<file path="src/rtl/tlp_tx_arbiter_if.sv">
// TLP stream bundle: NUM_SRC generator streams in and one hard-IP TX stream out.
// The arbiter uses the slave modport and the generators/hard-IP side uses the master modport.
interface tlp_tx_arbiter_if #(
   parameter int NUM_SRC = 2
);
   // Valid/ready: a beat moves in a cycle where valid and ready are both high.
   // Ready never depends on valid; a source may derive valid from its ready.
   // srcReq_in must never depend on srcReady_out.
   logic [NUM_SRC-1:0]    srcReq_in;
   logic [NUM_SRC*64-1:0] srcData_in;
   logic [NUM_SRC-1:0]    srcValid_in;
   logic [NUM_SRC-1:0]    srcSOP_in;
   logic [NUM_SRC-1:0]    srcEOP_in;
   logic [NUM_SRC-1:0]    srcReady_out;
   logic [63:0]           txData_out;
   logic                  txValid_out;
   logic                  txReady_in;
   logic                  txSOP_out;
   logic                  txEOP_out;

   modport slave (
      input  srcReq_in, srcData_in, srcValid_in, srcSOP_in, srcEOP_in, txReady_in,
      output srcReady_out, txData_out, txValid_out, txSOP_out, txEOP_out
   );

   modport master (
      output srcReq_in, srcData_in, srcValid_in, srcSOP_in, srcEOP_in, txReady_in,
      input  srcReady_out, txData_out, txValid_out, txSOP_out, txEOP_out
   );
endinterface

</file>
<file path="src/rtl/tlp_tx_arbiter.sv">
// Packet-atomic round-robin arbiter sharing one 64-bit SOP/EOP TX stream among NUM_SRC TLP
// generators. The ready and data paths are purely combinational; only grant state is registered.
module tlp_tx_arbiter #(
   parameter int NUM_SRC = 2,
   parameter int ERR_W   = 16
) (
   input  logic             pcieClk_in,
   input  logic             pcieRst_in,
   tlp_tx_arbiter_if.slave  txBus,
   output logic [ERR_W-1:0] errCount_out,
   output logic             errSticky_out,
   output logic             stateDbg_out
);
   localparam int IDX_W = (NUM_SRC > 1) ? $clog2(NUM_SRC) : 1;

   typedef enum logic {S_IDLE, S_LOCKED} state_t;

   state_t           state, stateNext;
   logic [IDX_W-1:0] gnt, gntNext;
   logic [IDX_W-1:0] lastGnt, lastGntNext;
   logic [IDX_W-1:0] rrSel, sel, candIdx;
   int               rrCand;
   logic             anyReq, grantOn, accepted, beatSop, beatEop, violation;
   logic [63:0]      selData;

   // Walk candidates from farthest to nearest so the first requester after lastGnt wins.
   always_comb begin
      rrSel   = lastGnt;
      rrCand  = 0;
      candIdx = '0;
      for (int k = NUM_SRC; k >= 1; k--) begin
         rrCand = int'(lastGnt) + k;
         if (rrCand >= NUM_SRC) rrCand = rrCand - NUM_SRC;
         candIdx = IDX_W'(rrCand);
         if (txBus.srcReq_in[candIdx]) rrSel = candIdx;
      end
   end

   assign sel     = (state == S_LOCKED) ? gnt : rrSel;
   assign anyReq  = |txBus.srcReq_in;
   // Reset forces every ready low at once, which also kills the forwarded valid.
   assign grantOn = !pcieRst_in && txBus.txReady_in &&
                    (((state == S_IDLE) && anyReq) || (state == S_LOCKED));

   always_comb begin
      txBus.srcReady_out      = '0;
      txBus.srcReady_out[sel] = grantOn;
   end

   always_comb begin
      selData = '0;
      for (int i = 0; i < NUM_SRC; i++) begin
         if (sel == IDX_W'(i)) selData = txBus.srcData_in[64*i +: 64];
      end
   end

   assign txBus.txValid_out = txBus.srcValid_in[sel] & txBus.srcReady_out[sel];
   assign txBus.txSOP_out   = txBus.txValid_out & txBus.srcSOP_in[sel];
   assign txBus.txEOP_out   = txBus.txValid_out & txBus.srcEOP_in[sel];
   assign txBus.txData_out  = txBus.txValid_out ? selData : 64'd0;

   assign accepted = txBus.txValid_out & txBus.txReady_in;
   assign beatSop  = txBus.srcSOP_in[sel];
   assign beatEop  = txBus.srcEOP_in[sel];

   assign violation = (|(txBus.srcValid_in & ~txBus.srcReady_out)) ||
                      (accepted && (state == S_IDLE) && !beatSop) ||
                      (accepted && (state == S_LOCKED) && beatSop);

   // The round-robin pointer only moves on EOP, so a request that never starts keeps its turn.
   always_comb begin
      stateNext   = state;
      gntNext     = gnt;
      lastGntNext = lastGnt;
      case (state)
         S_IDLE: begin
            if (accepted && beatSop) begin
               if (beatEop) begin
                  lastGntNext = sel;
               end else begin
                  stateNext = S_LOCKED;
                  gntNext   = sel;
               end
            end
         end
         S_LOCKED: begin
            if (accepted && beatEop) begin
               stateNext   = S_IDLE;
               lastGntNext = gnt;
            end
         end
         default: stateNext = S_IDLE;
      endcase
   end

   always_ff @(posedge pcieClk_in or posedge pcieRst_in) begin
      if (pcieRst_in) begin
         state   <= S_IDLE;
         gnt     <= '0;
         lastGnt <= IDX_W'(NUM_SRC - 1);
      end else begin
         state   <= stateNext;
         gnt     <= gntNext;
         lastGnt <= lastGntNext;
      end
   end

   always_ff @(posedge pcieClk_in or posedge pcieRst_in) begin
      if (pcieRst_in) begin
         errCount_out  <= '0;
         errSticky_out <= 1'b0;
      end else if (violation) begin
         errSticky_out <= 1'b1;
         if (errCount_out != {ERR_W{1'b1}}) errCount_out <= errCount_out + ERR_W'(1);
      end
   end

   assign stateDbg_out = (state == S_LOCKED);
endmodule

</file>
<file path="src/flat_wrapper.sv">
// flat-port wrapper written by rule: the top's interface ports become plain ports
module tlp_tx_arbiter_flat 
#(
   parameter int NUM_SRC = 2,
   parameter int ERR_W   = 16
)
  (pcieClk_in, pcieRst_in, errCount_out, errSticky_out, stateDbg_out, txBus_srcReq_in, txBus_srcData_in, txBus_srcValid_in, txBus_srcSOP_in, txBus_srcEOP_in, txBus_txReady_in, txBus_srcReady_out, txBus_txData_out, txBus_txValid_out, txBus_txSOP_out, txBus_txEOP_out);
  tlp_tx_arbiter_if #(.NUM_SRC(NUM_SRC)) txBus_i ();
  input  logic pcieClk_in;
  input  logic pcieRst_in;
  output logic [ERR_W-1:0] errCount_out;
  output logic errSticky_out;
  output logic stateDbg_out;
  input wire logic [$bits(txBus_i.srcReq_in)-1:0] txBus_srcReq_in;
  input wire logic [$bits(txBus_i.srcData_in)-1:0] txBus_srcData_in;
  input wire logic [$bits(txBus_i.srcValid_in)-1:0] txBus_srcValid_in;
  input wire logic [$bits(txBus_i.srcSOP_in)-1:0] txBus_srcSOP_in;
  input wire logic [$bits(txBus_i.srcEOP_in)-1:0] txBus_srcEOP_in;
  input wire logic [$bits(txBus_i.txReady_in)-1:0] txBus_txReady_in;
  output wire logic [$bits(txBus_i.srcReady_out)-1:0] txBus_srcReady_out;
  output wire logic [$bits(txBus_i.txData_out)-1:0] txBus_txData_out;
  output wire logic [$bits(txBus_i.txValid_out)-1:0] txBus_txValid_out;
  output wire logic [$bits(txBus_i.txSOP_out)-1:0] txBus_txSOP_out;
  output wire logic [$bits(txBus_i.txEOP_out)-1:0] txBus_txEOP_out;
  assign txBus_i.srcReq_in = txBus_srcReq_in;
  assign txBus_i.srcData_in = txBus_srcData_in;
  assign txBus_i.srcValid_in = txBus_srcValid_in;
  assign txBus_i.srcSOP_in = txBus_srcSOP_in;
  assign txBus_i.srcEOP_in = txBus_srcEOP_in;
  assign txBus_i.txReady_in = txBus_txReady_in;
  assign txBus_srcReady_out = txBus_i.srcReady_out;
  assign txBus_txData_out = txBus_i.txData_out;
  assign txBus_txValid_out = txBus_i.txValid_out;
  assign txBus_txSOP_out = txBus_i.txSOP_out;
  assign txBus_txEOP_out = txBus_i.txEOP_out;
  tlp_tx_arbiter #(.NUM_SRC(NUM_SRC), .ERR_W(ERR_W)) u_core (.pcieClk_in(pcieClk_in), .pcieRst_in(pcieRst_in), .txBus(txBus_i), .errCount_out(errCount_out), .errSticky_out(errSticky_out), .stateDbg_out(stateDbg_out));
endmodule
</file>
<file path="config.mk">
export PLATFORM = sky130hd
export DESIGN_NAME = tlp_tx_arbiter_flat
export DESIGN_NICKNAME = d
export VERILOG_FILES = /design/src/rtl/tlp_tx_arbiter_if.sv /design/src/rtl/tlp_tx_arbiter.sv /design/src/flat_wrapper.sv
export SDC_FILE = /design/constraint.sdc
export NUM_CORES = 1
export LEC_CHECK = 0
export ABC_AREA = 1
export CAP_MARGIN = 10
export CORE_ASPECT_RATIO = 0.7
export CORE_MARGIN = 1.5
export CORE_UTILIZATION = 35
export DETAILED_ROUTE_END_ITERATION = 8
export PLACE_DENSITY = 0.88
export SKIP_LAST_GASP = 1
export SYNTH_ARGS = -nofsm -noshare
export SYNTH_HDL_FRONTEND = slang
export SYNTH_SLANG_ARGS = --single-unit
export TNS_END_PERCENT = 5
</file>
<file path="constraint.sdc">
create_clock -name pcieClk_in -period 2.95 [get_ports pcieClk_in]
set_input_delay 0.4425 -clock pcieClk_in [delete_from_list [all_inputs] [get_ports pcieClk_in]]
set_output_delay 0.4425 -clock pcieClk_in [all_outputs]
set_load 0.05 [all_outputs]
</file>
Word-level counts from Yosys, hierarchy flattened
Index checks and enable logic that the tools add are counted.

word-level totals
  input port bits = 139
  register bits = 20
  output and inout bits = 87
  word-level logic and storage cells = 78

cells by class
  equal/unequal tests = 4
  reductions and logical operators = 20
  $add $sub $neg = 5
  $lt $le $gt $ge = 6
  muxes and demuxes = 29
  bitwise gates (word level) = 9

operator list
  operator                                                                 count
  64-bit 2-to-1 mux                                                        2
  1-bit 2-to-1 mux                                                         24
  16-bit by 1-bit adder with 16-bit output, second input constant          1
  16-bit inequality test, second input constant                            1
  1-bit logical AND                                                        10
  1-bit by 2-bit < comparator with 1-bit output, second input constant     3
  3-bit AND reduction                                                      2
  1-bit AND                                                                4
  2-bit AND                                                                2
  2-bit inequality test, second input constant                             2
  1-bit case mux with 2 select lines                                       2
  2-bit OR reduction                                                       2
  1-bit by 2-bit adder with 3-bit output, second input constant            1
  3-bit by 2-bit >= comparator with 1-bit output, second input constant    1
  1-bit logical OR                                                         3
  1-bit by 1-bit adder with 2-bit output, second input constant            1
  2-bit >= comparator, second input constant                               1
  1-bit zero test                                                          2
  2-bit by 1-bit inequality test with 1-bit output, second input constant  1
  1-bit NOT                                                                2
  2-bit NOT                                                                1
  2-bit AND reduction                                                      1
  1-bit subtractor, second input constant                                  2
  1-bit demux with 1-bit select                                            1
  1-bit >= comparator, second input constant                               1

Logic depth before layout (Yosys ltp)
Gate-level depths: netlist of the first run.

  depth in word-level cells = 22
  mapped depth = 13
  gate-level depth less buffers = 12

Worst setup path before layout of the first run
Ideal clock, no wire load.

  path type = register to output
  start point = register u_core.state (netlist: u_core.stateDbg_out)
  end point = output port txBus_txData_out[0]
  path buffers = 1
  data arrival time = 2.317 ns
  path slack = 0.190 ns
  stages on the path, launching flop included = 9
  required time = 2.508 ns
  cell sequence = dfrtp_1 -> inv_2 -> or2_4 -> nand2_4 -> nand2_1 -> o21ai_1 -> nand2_1 -> buf_2 -> a21oi_1

between the ends
  cells in the longest elaborated chain, start to end = 10
  elaborated cells between the ends (all ways) = 18

RTL lines
  element                                                                                                     line                   source
  start: declaration                                                                                          tlp_tx_arbiter.sv:18   state_t state, stateNext;
  start signal: assignment                                                                                    tlp_tx_arbiter.sv:102  state <= stateNext;
  1-bit 2-to-1 mux                                                                                            tlp_tx_arbiter.sv:39   assign sel = (state == S_LOCKED) ? gnt : rrSel;
  1-bit by 2-bit < comparator with 1-bit output (not written as such) or 1-bit >= comparator (tied branches)  tlp_tx_arbiter.sv:47   txBus.srcReady_out[sel] = grantOn;
  1-bit logical AND (not written as such)                                                                     tlp_tx_arbiter.sv:47
  1-bit 2-to-1 mux (not written as such)                                                                      tlp_tx_arbiter.sv:47
  1-bit demux with 1-bit select                                                                               n/a
  2-bit AND (no source line)                                                                                  n/a
  1-bit 2-to-1 mux (not written as such) (2 in series)                                                        tlp_tx_arbiter.sv:57   assign txBus.txValid_out = txBus.srcValid_in[sel] & txBus.srcReady_out[sel];
  1-bit AND                                                                                                   tlp_tx_arbiter.sv:57
  64-bit 2-to-1 mux *                                                                                         tlp_tx_arbiter.sv:60   assign txBus.txData_out = txBus.txValid_out ? selData : 64'd0;
  end: declaration                                                                                            flat_wrapper.sv:21     output wire logic [$bits(txBus_i.txData_out)-1:0] txBus_txData_out;

Every way passes the cells marked *; elsewhere a longest branch is shown, timed or not. The select of a mux whose other input is x is not followed.

Worst setup path in the final report of the first run
  start point = input port txBus_srcReq_in[0]
  end point = output port txBus_txEOP_out

between the ends
  cells in the longest elaborated chain, start to end = 14
  elaborated cells between the ends (all ways) = 25

RTL lines
  element                                                                                                     line                  source
  start: declaration                                                                                          flat_wrapper.sv:14    input wire logic [$bits(txBus_i.srcReq_in)-1:0] txBus_srcReq_in;
  1-bit 2-to-1 mux (not written as such) (2 in series)                                                        tlp_tx_arbiter.sv:35  if (txBus.srcReq_in[candIdx]) rrSel = candIdx;
  1-bit 2-to-1 mux (2 in series)                                                                              tlp_tx_arbiter.sv:35
  1-bit 2-to-1 mux                                                                                            tlp_tx_arbiter.sv:39
  1-bit by 2-bit < comparator with 1-bit output (not written as such) or 1-bit >= comparator (tied branches)  tlp_tx_arbiter.sv:47
  1-bit logical AND (not written as such)                                                                     tlp_tx_arbiter.sv:47
  1-bit 2-to-1 mux (not written as such)                                                                      tlp_tx_arbiter.sv:47
  1-bit demux with 1-bit select                                                                               n/a
  2-bit AND (no source line)                                                                                  n/a
  1-bit 2-to-1 mux (not written as such) (2 in series)                                                        tlp_tx_arbiter.sv:57
  1-bit AND                                                                                                   tlp_tx_arbiter.sv:57
  1-bit AND *                                                                                                 tlp_tx_arbiter.sv:59  assign txBus.txEOP_out = txBus.txValid_out & txBus.srcEOP_in[sel];
  end: declaration                                                                                            flat_wrapper.sv:24    output wire logic [$bits(txBus_i.txEOP_out)-1:0] txBus_txEOP_out;

Marked as above.

==> results of run 1 <==
-- state kept, by name, summed over array words and instances, names as in the netlist --
register,flops
u_core.errCount_out,16
u_core.errSticky_out,1
u_core.gnt,1
u_core.lastGnt,1
u_core.stateDbg_out,1
-- stage by stage --
stage	hold WS [ps]	cells	cell area, µm²	total power [mW]	utilization
2_1_floorplan	414	407	2620	2.13	-
3_3_place_gp	454	715	5620	3.14	0.774
3_5_place_dp	464	715	5620	3.22	0.774
4_1_cts	481	719	5670	3.44	0.782
5_1_grt	504	719	5670	3.64	0.782
6_report	475	719	5670	3.43	0.782
-- cell families (layout without fill, tap and decap cells) --
| group | after synthesis | count (layout) | synth area share |
|---|---|---|---|
| simple gates | 258 | 258 | 0.438 |
| fa+ha+maj | 1 | 1 | 0.00478 |
| xor+xnor | 13 | 13 | 0.0435 |
| flops | 20 | 20 | 0.192 |
| compound gates | 70 | 70 | 0.229 |
| buf+inv | 45 | 259 | 0.0937 |
-- cell type report --
cell class / instances / area (µm²) / area share
repair buffers: 234 / 3040 / 0.535
multi-input cells: 342 / 1880 / 0.331
flip-flops and latches: 20 / 502 / 0.0884
well taps: 98 / 123 / 0.0216
inverters: 21 / 78.8 / 0.0139
clock buffers: 4 / 55.1 / 0.00970
-- power by group through the flow --
| stage | registers (mW) | clock network [mW] | logic (mW) |
|---|---|---|---|
| after floorplan | 0.550 | 0 | 1.58 |
| after detailed placement | 0.428 | 0 | 2.79 |
| after global placement | 0.420 | 0 | 2.72 |
| after CTS | 0.423 | 0.215 | 2.80 |
| final | 0.428 | 0.210 | 2.79 |
| after global routing | 0.434 | 0.226 | 2.98 |
-- synth_stat cells, types with 2 or more instances --
cell type | number | area [µm²]
buf_2 | 9 | 45.0
o21ai_0 | 2 | 10.0
nand3_2 | 2 | 20.0
dfrtp_1 | 19 | 475
nand2_2 | 11 | 68.8
a21oi_1 | 4 | 20.0
o21ai_1 | 2 | 10.0
a21oi_2 | 60 | 526
inv_1 | 19 | 71.3
nand3_1 | 29 | 145
inv_2 | 2 | 7.51
nand2_4 | 4 | 45.0
buf_6 | 6 | 67.6
xnor2_1 | 5 | 43.8
clkbuf_1 | 7 | 26.3
nor2_1 | 13 | 48.8
xor2_1 | 8 | 70.1
nand2_1 | 188 | 706
nor3_1 | 4 | 20.0
-- metal layers --
metal	share of wire	global-route usage	vias up
li1	-	-	1719
met5	0	0	-
met3	0.063	0.0624	32
met2	0.53	0.500	152
met4	0.037	0.0931	0
met1	0.37	0.318	1677
-- path summary, 6_finish.rpt --
path / from / to / slack [ps] / cells past startpoint
setup reg to reg: u_core.lastGnt$_DFFE_PP1P_ / u_core.errCount_out[1]$_DFFE_PP0P_ / 580 / 13
hold / removal: u_core.errSticky_out$_DFFE_PP0P_ / u_core.errSticky_out$_DFFE_PP0P_ / 480 / 1
setup / recovery: txBus_srcReq_in[0] / txBus_txEOP_out / 160 / 11
min in group asynchronous: pcieRst_in / u_core.errCount_out[0]$_DFFE_PP0P_ / 570 / 3
hold reg to reg: u_core.errSticky_out$_DFFE_PP0P_ / u_core.errSticky_out$_DFFE_PP0P_ / 480 / 1
max in group asynchronous: pcieRst_in / u_core.lastGnt$_DFFE_PP1P_ / 2110 / 3
==> reports/summary.json, run 1 <==
{
  "sequentialPowerShare": 0.125,
  "layout_setup_ws_ps": 159,
  "layout.cells.most_common_list": "nand2_1, clkdlybuf4s50_1, buf_12",
  "synth_edf_count": 0,
  "min_period_over_period": 0.946,
  "cellLeakagePower_nw": 2.31,
  "run_status": "complete, no violations",
  "cpMaxStageDelayCell": "clkdlybuf4s50_1",
  "number_of_nets_produced_by_synthesis": 547,
  "share_of_async_settable_or_async_resettable_flops_after_synthesis": 1.00,
  "routed-via-count": 3580,
  "initial_utilization": 0.361,
  "intPower_mw": 1.51,
  "critPathMaxStageDelay_ps": 530,
  "synthCells": 407,
  "timing.final.max_slew_violations": 0,
  "yosysUniqueCellTypes": 32,
  "cts.root.buffer_cell": "clkbuf_8",
  "maxCapViolations": 0,
  "antenna_cells": 0,
  "drtIter0Drc": 231,
  "cts_sinks": 20,
  "rsz_0062_raised_after_global_routing": "false",
  "period_minus_slack_ps": 2790,
  "slew_headroom": 0.647,
  "wirelength_um": 11600,
  "cellPowerDensity_mw_per_mm2": 605,
  "place_ws_ps": 166,
  "die_width_um": 106,
  "fin_skew_ps": 2.48,
  "clk_latency_ps": 260,
  "synth_area_per_cell_um2": 6.43,
  "cts_tree": "yes",
  "vdd_drop_max_mv": 0.383,
  "p_sw_mw": 1.93,
  "data_required_critical_path_ps": 2510,
  "worst_path_dominant_cell_family": "buffers and inverters",
  "ys.warnings.count": 0,
  "grt_start_max_net_pins": 49,
  "place.detailed.hpwl_um": 9620,
  "sw_frac_of_total": 0.561,
  "vias_in_the_first_global_route": 3367,
  "arrival_ps": 2350,
  "worstPathBufferInverterCount": 5,
  "setup.worst_path.class": "in -> out",
  "dominantRegCellSynth": "dfrtp_1",
  "cp-end-kind": "output port",
  "row_count": 26,
  "ctsLongestPathBuffers": 2,
  "final_global_route_overflow_total": 0,
  "global_route_wire_length_before_repair_um": 17200,
  "postRouteAntennaNets": 0,
  "worst_slew_pin_slew_ps": 528,
  "cts_resized": 0,
  "ios": 226,
  "antenna_violations_before_repair": 0,
  "finalNetCount": 762,
  "htree_depth": 1,
  "grt_usage": 0.271,
  "clk_transition_reported_paths_ps": 70,
  "worstSetupStartpointType": "primary input",
  "synth.cell_area_mm2": 0.00262,
  "gp_congestion": 0.982,
  "chipHeight_um": 75.3,
  "finalSetupViolations": 0,
  "combinational_share_of_power": 0.814,
  "final.fill_count": 501,
  "cts_buf_count": 3,
  "worstPathMaxFanout": 48,
  "timing.critical_path.cells": "clkdlybuf4s50_1, inv_1, nand2_1, nand3_1, nand2_4, buf_4, nand3_2, o21ai_4, nand2_1, inv_1, buf_12",
  "placeableCoreArea_mm2": 0.00725,
  "detail_route.wl_per_cell_um": 16.1,
  "layout.cells.most_common": "nand2_1",
  "yosysSeqAreaShare": 0.192,
  "number_of_buffers_added_to_fix_hold_violations_after_cts": 0,
  "fraction_of_final_layout_cells_with_drive_strength_greater_than_1": 0.277,
  "flow.area_growth_from_synthesis_pct": 117,
  "power.share.clock": 0.061,
  "timing.hold.worst.class": "reg -> reg",
  "io_buffers": 225,
  "fp.dieArea_mm2": 0.00801,
  "timing.final.hold_violations": 0,
  "max_freq_ghz": 0.358,
  "setup_total_negative_slack_ps": 0,
  "number_of_synthesized_register_bits": 20,
  "avgViaCountPerCell": 4.98,
  "drt_drc_violations_left": 0,
  "detail_route.first_pass.iterations": 4,
  "cts.repair_timing.setup_buffer_count": 0
}
(Power assumes the default switching activity.)
==> inputs of run 2 (changes only) <==
- CORE_MARGIN: 1.5 -> default
- PLACE_DENSITY: 0.88 -> 0.95
==> run 2 against run 1 <==
Die area shrank 2.3%. Final area grew 0.13%. Count of clock-buffer cells in the layout is the same. Critical path depth is the same. Non-clock buffer count is the same. Global-route usage grew 3.5 points. Total power grew 2.0%.
==> reports/summary.json, run 2 (same netlist as run 1, synthesis figures left out) <==
{
  "worst_hold_slack_after_final_layout": {"value": 472, "unit": "ps", "change": "-3.15 ps"},
  "worstRegToRegCells": {"value": 13, "change": "unchanged"},
  "run_status": "complete, no violations",
  "io_buffers": {"value": 225, "change": "unchanged"},
  "number_of_buffers_added_to_fix_hold_violations_after_cts": {"value": 0, "change": "unchanged"},
  "arrival": {"value": 2360, "unit": "ps", "change": "about the same"},
  "period_minus_slack": {"value": 2800, "unit": "ps", "change": "+9.95 ps"},
  "setup_total_negative_slack": {"value": 0, "unit": "ps", "change": "unchanged"},
  "grt_usage": {"value": 0.307, "change": "+0.0354"},
  "chipHeight": {"value": 74.3, "unit": "µm", "change": "-1.3%"},
  "cts.repair_timing.setup_buffer_count": {"value": 0, "change": "unchanged"},
  "grt_start_max_net_pins": {"value": 37, "change": "-24%"},
  "avgViaCountPerCell": {"value": 5.14, "change": "+3.2%"},
  "cp-end-kind": "output port",
  "wp_depth": {"value": 11, "change": "unchanged"},
  "layout.cells.most_common_list": "nand2_1, clkdlybuf4s50_1, buf_12",
  "finalSetupViolations": {"value": 0, "change": "unchanged"},
  "layout.cells.most_common": "nand2_1",
  "drtIter0Drc": {"value": 237, "change": "+2.6%"},
  "critPathMaxStageDelay": {"value": 500, "unit": "ps", "change": "-30 ps"},
  "worstReg2RegEnd": "u_core.errCount_out[4]$_DFFE_PP0P_",
  "max_freq": {"value": 0.357, "unit": "GHz", "change": "-0.36%"},
  "registers.top_by_ff_count": "u_core.errCount_out",
  "cellLeakagePower": {"value": 2.32, "unit": "nW", "change": "+0.25%"},
  "fp.dieArea": {"value": 0.00783, "unit": "mm²", "change": "-2.3%"},
  "timing.critical_path.cells": "clkdlybuf4s50_1, inv_1, nand2_1, nand3_1, nand2_4, nand2_1, o21ai_1, nand2_4, buf_12, a21oi_1, buf_12",
  "fin_skew": {"value": 3.39, "unit": "ps", "change": "+0.909 ps"},
  "cellPowerDensity": {"value": 616, "unit": "mW/mm²", "change": "+1.9%"},
  "detail_route.first_pass.iterations": {"value": 6, "change": "+2"},
  "timing.final.hold_violations": {"value": 0, "change": "unchanged"},
  "finalNetCount": {"value": 762, "change": "unchanged"},
  "finalNonFillerCells": {"value": 715, "change": "-0.56%"},
  "slew_headroom": {"value": 0.645, "change": "-0.00224"},
  "worstSetupStartpointType": "primary input",
  "row_count": {"value": 25, "change": "-3.8%"},
  "worst_slew_pin_slew": {"value": 531, "unit": "ps", "change": "+3.35 ps"},
  "min_period_over_period": {"value": 0.949, "change": "+0.00337"},
  "placeableCoreArea": {"value": 0.00698, "unit": "mm²", "change": "-3.8%"},
  "clk_transition_reported_paths": {"value": 80, "unit": "ps", "change": "about the same"},
  "worstPathBufferInverterCount": {"value": 4, "change": "-1"},
  "worst_setup_path_startpoint": "txBus_srcReq_in[0]",
  "clk_latency": {"value": 260, "unit": "ps", "change": "about the same"},
  "dp.cells": {"value": 711, "change": "-0.56%"},
  "timing.final.max_slew_violations": {"value": 0, "change": "unchanged"},
  "global_route_wire_length_before_repair": {"value": 18700, "unit": "µm", "change": "+9.2%"},
  "flow.area_growth_from_synthesis_pct": 117,
  "cpMaxStageDelayCell": "clkdlybuf4s50_1",
  "cts_resized": {"value": 0, "change": "unchanged"},
  "maxCapViolations": {"value": 0, "change": "unchanged"},
  "htree_depth": {"value": 1, "change": "unchanged"},
  "initial_utilization": {"value": 0.375, "change": "+0.0144"},
  "cts_buf_count": {"value": 3, "change": "unchanged"},
  "final.fill_count": {"value": 417, "change": "-17%"},
  "gp_congestion": {"value": 0.923, "change": "-6.0%"},
  "ios": {"value": 226, "change": "unchanged"},
  "finish.utilization": {"value": 0.814, "change": "+0.0324"},
  "final_global_route_overflow_total": {"value": 0, "change": "unchanged"},
  "rsz_0062_raised_after_global_routing": "false",
  "total_power": {"value": 3.50, "unit": "mW", "change": "+2.0%"},
  "place.detailed.hpwl": {"value": 10400, "unit": "µm", "change": "+8.7%"},
  "cts_tree": "yes",
  "vias_in_the_first_global_route": {"value": 3674, "change": "+9.1%"},
  "data_required_critical_path": {"value": 2510, "unit": "ps", "change": "about the same"},
  "reg2reg_from": "u_core.lastGnt$_DFFE_PP1P_",
  "cts.root.buffer_cell": "clkbuf_8",
  "routed-via-count": {"value": 3673, "change": "+2.6%"},
  "wirelength": {"value": 12600, "unit": "µm", "change": "+8.5%"},
  "regToRegSetupSlack": {"value": 690, "unit": "ps", "change": "+110 ps"},
  "vdd_drop_max": {"value": 0.362, "unit": "mV", "change": "-5.4%"},
  "fraction_of_final_layout_cells_with_drive_strength_greater_than_1": {"value": 0.277, "change": "unchanged"},
  "postRouteAntennaNets": {"value": 0, "change": "unchanged"},
  "setup.worst_path.class": "in -> out",
  "crit_path_end": "txBus_txData_out[2]",
  "worst_path_dominant_cell_family": "buffers and inverters",
  "drt_drc_violations_left": {"value": 0, "change": "unchanged"},
  "timing.hold.worst.class": "reg -> reg",
  "max_reg_flops": {"value": 16, "change": "unchanged"},
  "die_width": {"value": 105, "unit": "µm", "change": "-0.94%"},
  "worstPathMaxFanout": {"value": 25, "change": "-48%"},
  "cts_sinks": {"value": 20, "change": "unchanged"},
  "detail_route.wl_per_cell": {"value": 17.6, "unit": "µm", "change": "+9.1%"},
  "ctsLongestPathBuffers": {"value": 2, "change": "unchanged"},
  "antenna_violations_before_repair": {"value": 1, "change": "+1"},
  "antenna_cells": {"value": 0, "change": "unchanged"}
}
-- run 2: cell counts in the layout (fill, tap and decap cells not counted) --
Identical to the previous run, type by type.
-- run 2: stage by stage --
stage / setup WS (ps) / area, µm²
4_1_cts: 160 / 5680
5_1_grt: 9.46 / 5680
3_5_place_dp: 165 / 5630
3_3_place_gp: 177 / 5630
6_report: 149 / 5680
2_1_floorplan: 190 / 2620
-- run 2: power by group --
| group | leakage [nW] | internal (mW) | switching (mW) |
|---|---|---|---|
| Sequential | 0.260 | 0.333 | 0.0926 |
| Clock | 0.0288 | 0.119 | 0.0982 |
| Combinational | 2.03 | 1.07 | 1.79 |
-- run 2: how the worst min path moves through the flow --
stage	startpoint	to	slack (ps)	cells past startpoint
after floorplan	pcieRst_in	u_core.errCount_out[0]$_DFFE_PP0P_	410	1
after global placement	u_core.errSticky_out$_DFFE_PP0P_	u_core.errSticky_out$_DFFE_PP0P_	450	1
after detailed placement	u_core.errSticky_out$_DFFE_PP0P_	u_core.errSticky_out$_DFFE_PP0P_	460	1
after CTS	u_core.errSticky_out$_DFFE_PP0P_	u_core.errSticky_out$_DFFE_PP0P_	480	1
after global routing	u_core.errSticky_out$_DFFE_PP0P_	u_core.errSticky_out$_DFFE_PP0P_	490	1
final	u_core.errSticky_out$_DFFE_PP0P_	u_core.errSticky_out$_DFFE_PP0P_	470	1
-- run 2: final cells by class --
type | count | area (µm²) | share of cell area
repair buffers | 234 | 3050 | 0.537
flip-flops and latches | 20 | 502 | 0.0883
well taps | 94 | 118 | 0.0207
inverters | 21 | 78.8 | 0.0139
clock buffers | 4 | 55.1 | 0.00969
multi-input cells | 342 | 1880 | 0.331
-- run 2: per-layer routing --
layer,share of wire,track usage,vias to the layer above
met5,0.0010,0,-
met4,0.038,0.114,2
met3,0.075,0.0684,44
met2,0.52,0.569,199
met1,0.36,0.352,1702
li1,-,-,1726
-- run 2: worst register-to-register path, delay by kind of cell, from the launching register on --
family,cells,cell delay (ps)
buffers and inverters,2,350
DFF,1,550
and+or+nand+nor,11,1290
==> inputs of run 3 (changes only) <==
- CORE_UTILIZATION: 35 -> 29
- PLACE_DENSITY: 0.95 -> 0.85
- clock period: 2.95 -> 2.33 ns (I/O delays scaled with it)
==> run 3 against run 2 <==
Die area grew 20%. Largest power group unchanged. Worst setup slack lost 170 ps. Final cell count grew 7.3%. Highest routed layer is now met4. The flow now finishes with violations (setup timing). Sequential power grew 25%.
==> reports/summary.json, run 3 (same netlist as run 1, synthesis figures left out) <==
{
  "cellPowerDensity": {"value": 862, "unit": "mW/mm²", "change": "+40%"},
  "grt_usage": {"value": 0.293, "change": "-0.0139"},
  "grt_start_max_net_pins": {"value": 35, "change": "-5.4%"},
  "crit_path_end": "txBus_txData_out[47]",
  "slew_headroom": {"value": 0.635, "change": "-0.00971"},
  "cpMaxStageDelayCell": "dfstp_2",
  "timing.final.hold_violations": {"value": 0, "change": "unchanged"},
  "finalSetupViolations": {"value": 6, "change": "+6"},
  "layout.cells.most_common": "nand2_1",
  "final_global_route_overflow_total": {"value": 0, "change": "unchanged"},
  "dpl_cell_area": {"value": 0.00580, "unit": "mm²", "change": "+3.2%"},
  "place.detailed.hpwl": {"value": 10400, "unit": "µm", "change": "-0.49%"},
  "worstSetupStartpointType": "flip-flop",
  "fraction_of_final_layout_cells_with_drive_strength_greater_than_1": {"value": 0.332, "change": "+0.0553"},
  "finalNetCount": {"value": 788, "change": "+3.4%"},
  "timing.critical_path.cells": "inv_2, nand2_2, nand3_4, nand2_4, nand2_2, o21ai_2, nand2_4, buf_12, buf_16, a21oi_2, buf_12",
  "layout.cells.most_common_list": "nand2_1, clkdlybuf4s50_1, buf_12",
  "antenna_cells": {"value": 0, "change": "unchanged"},
  "max_freq_ghz": 0.426,
  "chipHeight": {"value": 81.5, "unit": "µm", "change": "+9.6%"},
  "drtIter0Drc": {"value": 202, "change": "-15%"},
  "run_status": "complete, but fails checks",
  "timing.final.max_slew_violations": {"value": 0, "change": "unchanged"},
  "failed_checks": "setup timing",
  "vdd_drop_max": {"value": 0.551, "unit": "mV", "change": "+52%"},
  "detail_route.wl_per_cell": {"value": 19.3, "unit": "µm", "change": "+9.8%"},
  "worstRegToRegCells": {"value": 13, "change": "unchanged"},
  "worstPathMaxFanout": {"value": 7, "change": "-72%"},
  "io_buffers": {"value": 225, "change": "unchanged"},
  "worstReg2RegEnd": "u_core.errCount_out[13]$_DFFE_PP0P_",
  "dp.cells": {"value": 751, "change": "+5.6%"},
  "clk_transition_reported_paths": {"value": 60, "unit": "ps", "change": "-20 ps"},
  "rsz_0062_raised_after_global_routing": "true",
  "data_required_critical_path": {"value": 1980, "unit": "ps", "change": "-530 ps"},
  "detail_route.first_pass.iterations": {"value": 5, "change": "-1"},
  "vias_in_the_first_global_route": {"value": 3721, "change": "+1.3%"},
  "antenna_violations_before_repair": {"value": 0, "change": "-1"},
  "row_count": {"value": 28, "change": "+12%"},
  "timing.hold.worst.class": "reg -> reg",
  "postLayoutCellArea": {"value": 0.00662, "unit": "mm²", "change": "+16%"},
  "arrival": {"value": 2000, "unit": "ps", "change": "-360 ps"},
  "cts_sinks": {"value": 20, "change": "unchanged"},
  "global_route_wire_length_before_repair": {"value": 20900, "unit": "µm", "change": "+12%"},
  "htree_depth": {"value": 1, "change": "unchanged"},
  "critPathMaxStageDelay": {"value": 550, "unit": "ps", "change": "+50 ps"},
  "cts.root.buffer_cell": "clkbuf_16",
  "fin_skew": {"value": 3.78, "unit": "ps", "change": "+0.393 ps"},
  "clk_latency": {"value": 260, "unit": "ps", "change": "about the same"},
  "fp.dieArea": {"value": 0.00941, "unit": "mm²", "change": "+20%"},
  "cts_buf_count": {"value": 3, "change": "unchanged"},
  "max_reg_flops": {"value": 16, "change": "unchanged"},
  "worst_setup_path_startpoint": "u_core.lastGnt$_DFFE_PP1P_",
  "layout_setup_ws": {"value": -16.3, "unit": "ps", "change": "-166 ps"},
  "initial_utilization": {"value": 0.305, "change": "-0.0703"},
  "setup.worst_path.class": "reg -> out",
  "routed-via-count": {"value": 3867, "change": "+5.3%"},
  "period_minus_slack_ps": 2350,
  "die_width": {"value": 116, "unit": "µm", "change": "+9.7%"},
  "worst_slew_pin_slew": {"value": 546, "unit": "ps", "change": "+14.5 ps"},
  "drt_drc_violations_left": {"value": 0, "change": "unchanged"},
  "registers.top_by_ff_count": "u_core.errCount_out",
  "min_period_over_period": 1.01,
  "maxCapViolations": {"value": 0, "change": "unchanged"},
  "ios": {"value": 226, "change": "unchanged"},
  "total_power": {"value": 5.71, "unit": "mW", "change": "+63%"},
  "reg2reg_from": "u_core.stateDbg_out$_DFF_PP0_",
  "ctsLongestPathBuffers": {"value": 2, "change": "unchanged"},
  "postRouteAntennaNets": {"value": 0, "change": "unchanged"},
  "placeableCoreArea": {"value": 0.00858, "unit": "mm²", "change": "+23%"},
  "cellLeakagePower": {"value": 2.59, "unit": "nW", "change": "+12%"},
  "wirelength": {"value": 14800, "unit": "µm", "change": "+18%"},
  "finalNonFillerCells": {"value": 767, "change": "+7.3%"},
  "regToRegSetupSlack": {"value": 260, "unit": "ps", "change": "-430 ps"},
  "flow.area_growth_from_synthesis_pct": 153,
  "cp-end-kind": "output port",
  "cts_tree": "yes",
  "avgViaCountPerCell": {"value": 5.04, "change": "-1.9%"},
  "gp_congestion": {"value": 0.892, "change": "-3.4%"}
}
run 3: cell types whose count changed in the layout (fill, tap and decap cells not counted), moves of 8 or more:
cell / previous run / this run
a21oi_4: 1 / 56
nand2_2: 12 / 20
buf_4: 6 / 16
a21oi_2: 60 / 9
nand2_1: 186 / 177
run 3: worst min path at each step:
stage / startpoint / end / slack (ps) / cells after the start
global route: u_core.errSticky_out$_DFFE_PP0P_ / u_core.errSticky_out$_DFFE_PP0P_ / 500 / 1
detailed placement: u_core.errSticky_out$_DFFE_PP0P_ / u_core.errSticky_out$_DFFE_PP0P_ / 460 / 1
global placement: u_core.errSticky_out$_DFFE_PP0P_ / u_core.errSticky_out$_DFFE_PP0P_ / 460 / 1
floorplan: pcieRst_in / u_core.errCount_out[0]$_DFFE_PP0P_ / 320 / 1
finish: u_core.errSticky_out$_DFFE_PP0P_ / u_core.errSticky_out$_DFFE_PP0P_ / 470 / 1
CTS: u_core.errSticky_out$_DFFE_PP0P_ / u_core.errSticky_out$_DFFE_PP0P_ / 470 / 1
run 3: timing repair:
item	CTS	global route
cloned	5	0
buffers inserted	7	1
pin swaps	6	10
gates resized for setup	62	23
hold buffers	0	0
setup endpoints to repair	62	66
run 3: stage by stage:
stage               worst slack (ps)  setup TNS [ps]  utilization  hold WS [ps]
floorplan                       -187          -11760            -           321
global placement               -96.7           -1250        0.676           456
detailed placement              -143           -3880        0.676           462
CTS                            -22.7            -563        0.757           475
global route                   -81.0           -3480        0.771           501
finish                         -16.3           -61.6        0.771           474
run 3: layout make-up:
class                   instances  area [µm²]
flip-flops and latches         20         502
clock buffers                   4        88.8
multi-input cells             342        2350
well taps                     120         150
inverters                      21        78.8
repair buffers                260        3450
fillers                       525        1970
run 3: per-layer routing:
metal	up-vias	global-route usage	part of all wire
met1	1834	0.352	0.38
met5	-	0	0
li1	1781	-	-
met3	52	0.0664	0.070
met4	0	0.0974	0.035
met2	200	0.518	0.52
run 3: power breakdown:
part	internal [mW]	switching (mW)	total, mW	leakage [nW]
clock network	0.262	0.138	0.400	0.0442
registers	0.423	0.112	0.534	0.260
logic	1.96	2.82	4.77	2.29
total	2.64	3.07	5.71	2.59
run 3: critical path: cells and delay by family, from the launching register on:
kind                   cells  cell delay [ps]
DFF                        1              550
AOI/OAI and AO/OA          2              260
and+or+nand+nor            5              390
buffers and inverters      4              530
